File: src/rtl/qracc_sram_rw_ctrl.sv
// qracc_sram_rw_ctrl: sequences one SRAM read or write request into a timed
// WL/PCH/WRITE/SAEN pulse train for the analog macro and captures SA_OUT.
// Ports:
//   clk, rst                 clock, synchronous active-high reset
//   rq_valid_i/rq_wr_i       request handshake and direction (1=write)
//   addr_i, wr_data_i        row address and write data
//   rq_ready_o               high only while idle
//   rd_valid_o, rd_data_o    one-cycle read-valid pulse, held read data
//   WL, PCH, WR_DATA, WRITE  registered analog drives (SRAM subset)
//   CSEL, SAEN               registered column select and sense-amp enable
//   SA_OUT                   sense-amp outputs from the macro
module qracc_sram_rw_ctrl #(
  parameter int unsigned numRows    = 128,
  parameter int unsigned numCols    = 32,
  parameter int unsigned PCH_CYCLES = 1,
  parameter int unsigned WL_CYCLES  = 2,
  parameter int unsigned SA_CYCLES  = 1,
  parameter int unsigned WR_CYCLES  = 2,
  localparam int unsigned ADDR_W    = $clog2(numRows)
) (
  input  logic               clk,
  input  logic               rst,
  input  logic               rq_valid_i,
  input  logic               rq_wr_i,
  input  logic [ADDR_W-1:0]  addr_i,
  input  logic [numCols-1:0] wr_data_i,
  output logic               rq_ready_o,
  output logic               rd_valid_o,
  output logic [numCols-1:0] rd_data_o,
  output logic [numRows-1:0] WL,
  output logic               PCH,
  output logic [numCols-1:0] WR_DATA,
  output logic               WRITE,
  output logic [numCols-1:0] CSEL,
  output logic               SAEN,
  input  logic [numCols-1:0] SA_OUT
);

  localparam int unsigned MAX_AB = (PCH_CYCLES > WL_CYCLES) ? PCH_CYCLES : WL_CYCLES;
  localparam int unsigned MAX_CD = (SA_CYCLES > WR_CYCLES) ? SA_CYCLES : WR_CYCLES;
  localparam int unsigned MAX_C  = (MAX_AB > MAX_CD) ? MAX_AB : MAX_CD;
  localparam int unsigned CNT_W  = $clog2(MAX_C + 1);

  typedef enum logic [2:0] {
    ST_IDLE,
    ST_WR,
    ST_PCH,
    ST_RWL,
    ST_SENSE,
    ST_DONE
  } state_t;

  state_t             state_q, state_d;
  logic [CNT_W-1:0]   cnt_q, cnt_d;
  logic [ADDR_W-1:0]  addr_q, addr_d;
  logic [numCols-1:0] data_q, data_d;
  logic [numCols-1:0] rd_data_d;
  logic               ready_d, rd_valid_d, pch_d, write_d, saen_d;
  logic [numRows-1:0] wl_d;
  logic [numCols-1:0] wr_data_d, csel_d;
  logic               row_on, in_range;

  // Next state, dwell counter and request latches; outputs are decoded from
  // the next state so every analog pin comes straight off a flop.
  always_comb begin
    state_d   = state_q;
    cnt_d     = cnt_q;
    addr_d    = addr_q;
    data_d    = data_q;
    rd_data_d = rd_data_o;

    unique case (state_q)
      ST_IDLE: begin
        if (rq_valid_i) begin
          addr_d = addr_i;
          data_d = wr_data_i;
          if (rq_wr_i) begin
            state_d = ST_WR;
            cnt_d   = CNT_W'(WR_CYCLES - 1);
          end else begin
            state_d = ST_PCH;
            cnt_d   = CNT_W'(PCH_CYCLES - 1);
          end
        end
      end
      ST_WR: begin
        if (cnt_q == '0) state_d = ST_IDLE;
        else             cnt_d   = cnt_q - CNT_W'(1);
      end
      ST_PCH: begin
        if (cnt_q == '0) begin
          state_d = ST_RWL;
          cnt_d   = CNT_W'(WL_CYCLES - 1);
        end else begin
          cnt_d = cnt_q - CNT_W'(1);
        end
      end
      ST_RWL: begin
        if (cnt_q == '0) begin
          state_d = ST_SENSE;
          cnt_d   = CNT_W'(SA_CYCLES - 1);
        end else begin
          cnt_d = cnt_q - CNT_W'(1);
        end
      end
      ST_SENSE: begin
        if (cnt_q == '0) begin
          state_d   = ST_DONE;
          rd_data_d = SA_OUT;
        end else begin
          cnt_d = cnt_q - CNT_W'(1);
        end
      end
      ST_DONE: state_d = ST_IDLE;
      default: state_d = ST_IDLE;
    endcase

    // Out-of-range rows still run the full sequence but never raise a wordline.
    in_range   = (32'(addr_d) < numRows);
    row_on     = (state_d == ST_WR) || (state_d == ST_RWL) || (state_d == ST_SENSE);
    wl_d       = '0;
    if (row_on && in_range) wl_d[addr_d] = 1'b1;

    ready_d    = (state_d == ST_IDLE);
    rd_valid_d = (state_d == ST_DONE);
    pch_d      = (state_d == ST_PCH);
    write_d    = (state_d == ST_WR);
    saen_d     = (state_d == ST_SENSE);
    wr_data_d  = (state_d == ST_WR) ? data_d : '0;
    csel_d     = ((state_d == ST_WR) || (state_d == ST_RWL)) ? '1 : '0;
  end

  // State, latches and registered outputs.
  always_ff @(posedge clk) begin
    if (rst) begin
      state_q    <= ST_IDLE;
      cnt_q      <= '0;
      addr_q     <= '0;
      data_q     <= '0;
      rq_ready_o <= 1'b1;
      rd_valid_o <= 1'b0;
      rd_data_o  <= '0;
      WL         <= '0;
      PCH        <= 1'b0;
      WR_DATA    <= '0;
      WRITE      <= 1'b0;
      CSEL       <= '0;
      SAEN       <= 1'b0;
    end else begin
      state_q    <= state_d;
      cnt_q      <= cnt_d;
      addr_q     <= addr_d;
      data_q     <= data_d;
      rq_ready_o <= ready_d;
      rd_valid_o <= rd_valid_d;
      rd_data_o  <= rd_data_d;
      WL         <= wl_d;
      PCH        <= pch_d;
      WR_DATA    <= wr_data_d;
      WRITE      <= write_d;
      CSEL       <= csel_d;
      SAEN       <= saen_d;
    end
  end

endmodule

File: config.mk
export PLATFORM = sky130hd
export DESIGN_NAME = qracc_sram_rw_ctrl
export DESIGN_NICKNAME = d
export VERILOG_FILES = /design/src/rtl/qracc_sram_rw_ctrl.sv
export SDC_FILE = /design/constraint.sdc
export NUM_CORES = 1
export LEC_CHECK = 0
export BUFFER_PORTS_ARGS = -buffer_cell sky130_fd_sc_hd__buf_4
export CAP_MARGIN = 5
export CORE_MARGIN = 3
export CORE_UTILIZATION = 54
export CTS_CLUSTER_DIAMETER = 150
export DETAILED_ROUTE_END_ITERATION = 8
export PLACE_DENSITY = 0.85
export SYNTH_ARGS = -nofsm -noshare
export SYNTH_HDL_FRONTEND = slang
export SYNTH_SLANG_ARGS = --single-unit
File: constraint.sdc
create_clock -name clk -period 5.4 [get_ports clk]
set_clock_uncertainty 0.1 [all_clocks]
set_input_delay 0.54 -clock clk [delete_from_list [all_inputs] [get_ports clk]]
set_output_delay 0.54 -clock clk [all_outputs]
set_load 0.01 [all_outputs]
==> impl_results.md <==
* Worst-path clk slew at 60 ps
* Die area at 18,100 um2
* PD cells at 346 nW/um2
* Top cell type's share of synthesized area at 54.3%
* Final hold vios at 0
* Syn Nets at 1,080
* Initial DRC count at 756
* Crit-path max FO at 33
* H-tree levels at 1
* Wire length on met3 at 2.84 mm
* Final RePlAce weighted congestion at 0.917
* Antenna diodes at 0
* Most area-consuming cells after synthesis: dfxtp_1, a22oi_1, nor2_1
* Reg2reg path depth at 4
* Status: completed
* Total grt overflow at 0
* Pins Over Slew Limit at 0
* Register area at 4840 um2
* CP arrival at 3270 ps
* Hold path cells at 3
* Post-synthesis cell type count at 41
* Initial antenna violation count at 0
* Sequential area share after synthesis at 54.3%
* WS Path Type: reg2reg
* Drt wl/cell at 17.9 um
* Via density at 5.58
* Top-count cell post-synth: dfxtp_1
* CTS tree: done
* Syn avg cell area at 8.90 um2
* Max clock buf depth at 3
* Worst hold slack at 175 ps
* FILL cells at 1,125
* Final net count at 1,307
* Postcts setup bufs at 0
* Die width at 134 um
* Residual DRC count at 0
* Most frequent cells after synthesis: dfxtp_1, nor2_1, nand2_1, a22oi_1, a21oi_1
* CTS buffer count at 25
* Core footprint at 16,000 um2
* DR top layer: met4
* # resized after CTS at 0
* Routed via count at 8,157
* CP Launch Type: flip-flop
* M1 WL at 9.68 mm
* Worst-Skew Late Latency at 520 ps
* Req. time, crit path at 5710 ps
* Period minus WS final at 2960 ps
* Warnings from Yosys at 0
* Slew HR at 12.1%
* Hpwl dp at 17.3 mm
* Number of flops mapped to enable cells by yosys at 0
* VDD IR max at 0.304 mV
* Static Leak at 0.00481 uW
* First-pass GRT wire length at 40.4 mm
* Vias in the first global route at 7,774
* FMAX at 338 MHz
* Post-cts hold buffer count at 0
* RSZ-0062 raised after global routing: false
* GR Util All Layers at 27.4%
* Number of synthesized register bits at 242
* Asr flop ratio synth at 0%
* Synth Flop Type: dfxtp_1
* Setup TNS at 0 ps
* Worst-Margin Slew at 1310 ps
* Area Overhead vs Synth at 33.0%
* Hold Crit Class: in2reg
* Clk sink count at 242
* First-pass detailed-route iteration total at 6
* Largest net degree at the start of global routing at 97
* Cell taking the most area after synthesis: dfxtp_1
* DRT antenna net count at 0
* Number of port buffers at 303
* # Max-Cap Violations at 0
* Die H at 134 um
* # setup viols final at 0
* Share of cells above drive strength 1 at 29.8%
* Multi-input gate area at 3500 um2
* Cell Area, Synth at 8920 um2
* Clock root buffer: clkbuf_16
* WL final at 26.2 mm
* Period utilization at 54.8%
* Num ports at 304
* Synthesized instance count at 1,002
* Rows at 46
* DR WL met2 at 12.7 mm
* CP endpoint kind: flip-flop
* Initial Utilization at 55.7%
path summary, 6_finish.rpt:
kind | slack [ps] | end | start
hold reg to reg | 350 | rd_data_o[29] | rd_data_o[29]
hold / removal | 180 | rd_data_o[28] | SA_OUT[28]
setup / recovery | 2440 | SAEN | state_q[2]
setup reg to reg | 2440 | SAEN | state_q[2]
state kept, by name, indices dropped and copies added, names as in the netlist:
name / flops
data_q: 32
rd_data_o: 32
WR_DATA: 32
WRITE: 1
state_q: 3
SAEN: 1
rq_ready_o: 1
CSEL: 1
rd_valid_o: 1
addr_q: 7
cnt_q: 2
WL: 128
PCH: 1
power breakdown:
part	switching [uW]	leakage [uW]	internal, uW
Combinational	278	0.00243	161
Clock	691	0.000425	1110
Sequential	39.9	0.00196	1830
Total	1010	0.00481	3100
layer usage:
metal | global-route usage, % | up-vias
met1 | 33.8 | 3770
met2 | 45.4 | 485
met5 | 0 | -
met4 | 10.7 | 0
li1 | - | 3817
met3 | 7.94 | 85
cell usage in the layout (no fill, tap or decap), drive strengths merged, types with 4 or more instances in the layout:
| cell type | netlist | layout |
|---|---|---|
| nor4 | 12 | 12 |
| nor2b | 36 | 36 |
| buf | 58 | 312 |
| clkinv | 0 | 4 |
| nand2 | 150 | 150 |
| a21oi | 75 | 75 |
| clkbuf | 54 | 33 |
| dfxtp | 242 | 242 |
| and2 | 4 | 4 |
| a22oi | 128 | 128 |
| nor2 | 158 | 158 |
| bufinv | 0 | 4 |
| inv | 6 | 7 |
| nor3 | 28 | 28 |
| nand2b | 15 | 15 |
logic make-up after synthesis:
group           after synthesis  synth area share (%)
flops                       242                  54.3
buf+inv                     118                  6.75
fa+ha+maj                     3                 0.421
compound gates              217                  16.2
simple gates                419                  21.9
mux                           1                 0.112
xor+xnor                      2                 0.196
per-stage QoR:
step	std cells	power, uW	worst slack [ps]	util, %	cell area [um2]
2_1_floorplan	1002	2200	3270	-	8920
3_3_place_gp	1418	2330	2520	68.6	11000
3_5_place_dp	1418	2340	2510	68.6	11000
4_1_cts	1462	4120	2420	74.1	11900
5_1_grt	1462	4240	2140	74.1	11900
6_report	1462	4110	2440	74.1	11900
area by class of cell:
class,instances,area share (%)
well taps,216,2.28
repair buffers,312,19.8
flip-flops and latches,242,40.9
clock inverters,11,1.41
inverters,6,0.190
multi-input cells,642,29.5
clock buffers,33,5.95
critical path, stage by stage, from the launching register on:
cell	delay [ps]
dfxtp_1	660
nor3b_1	650
nand2_1	800
and3_1	460
and3b_1	190
(Power assumes the default switching activity.)
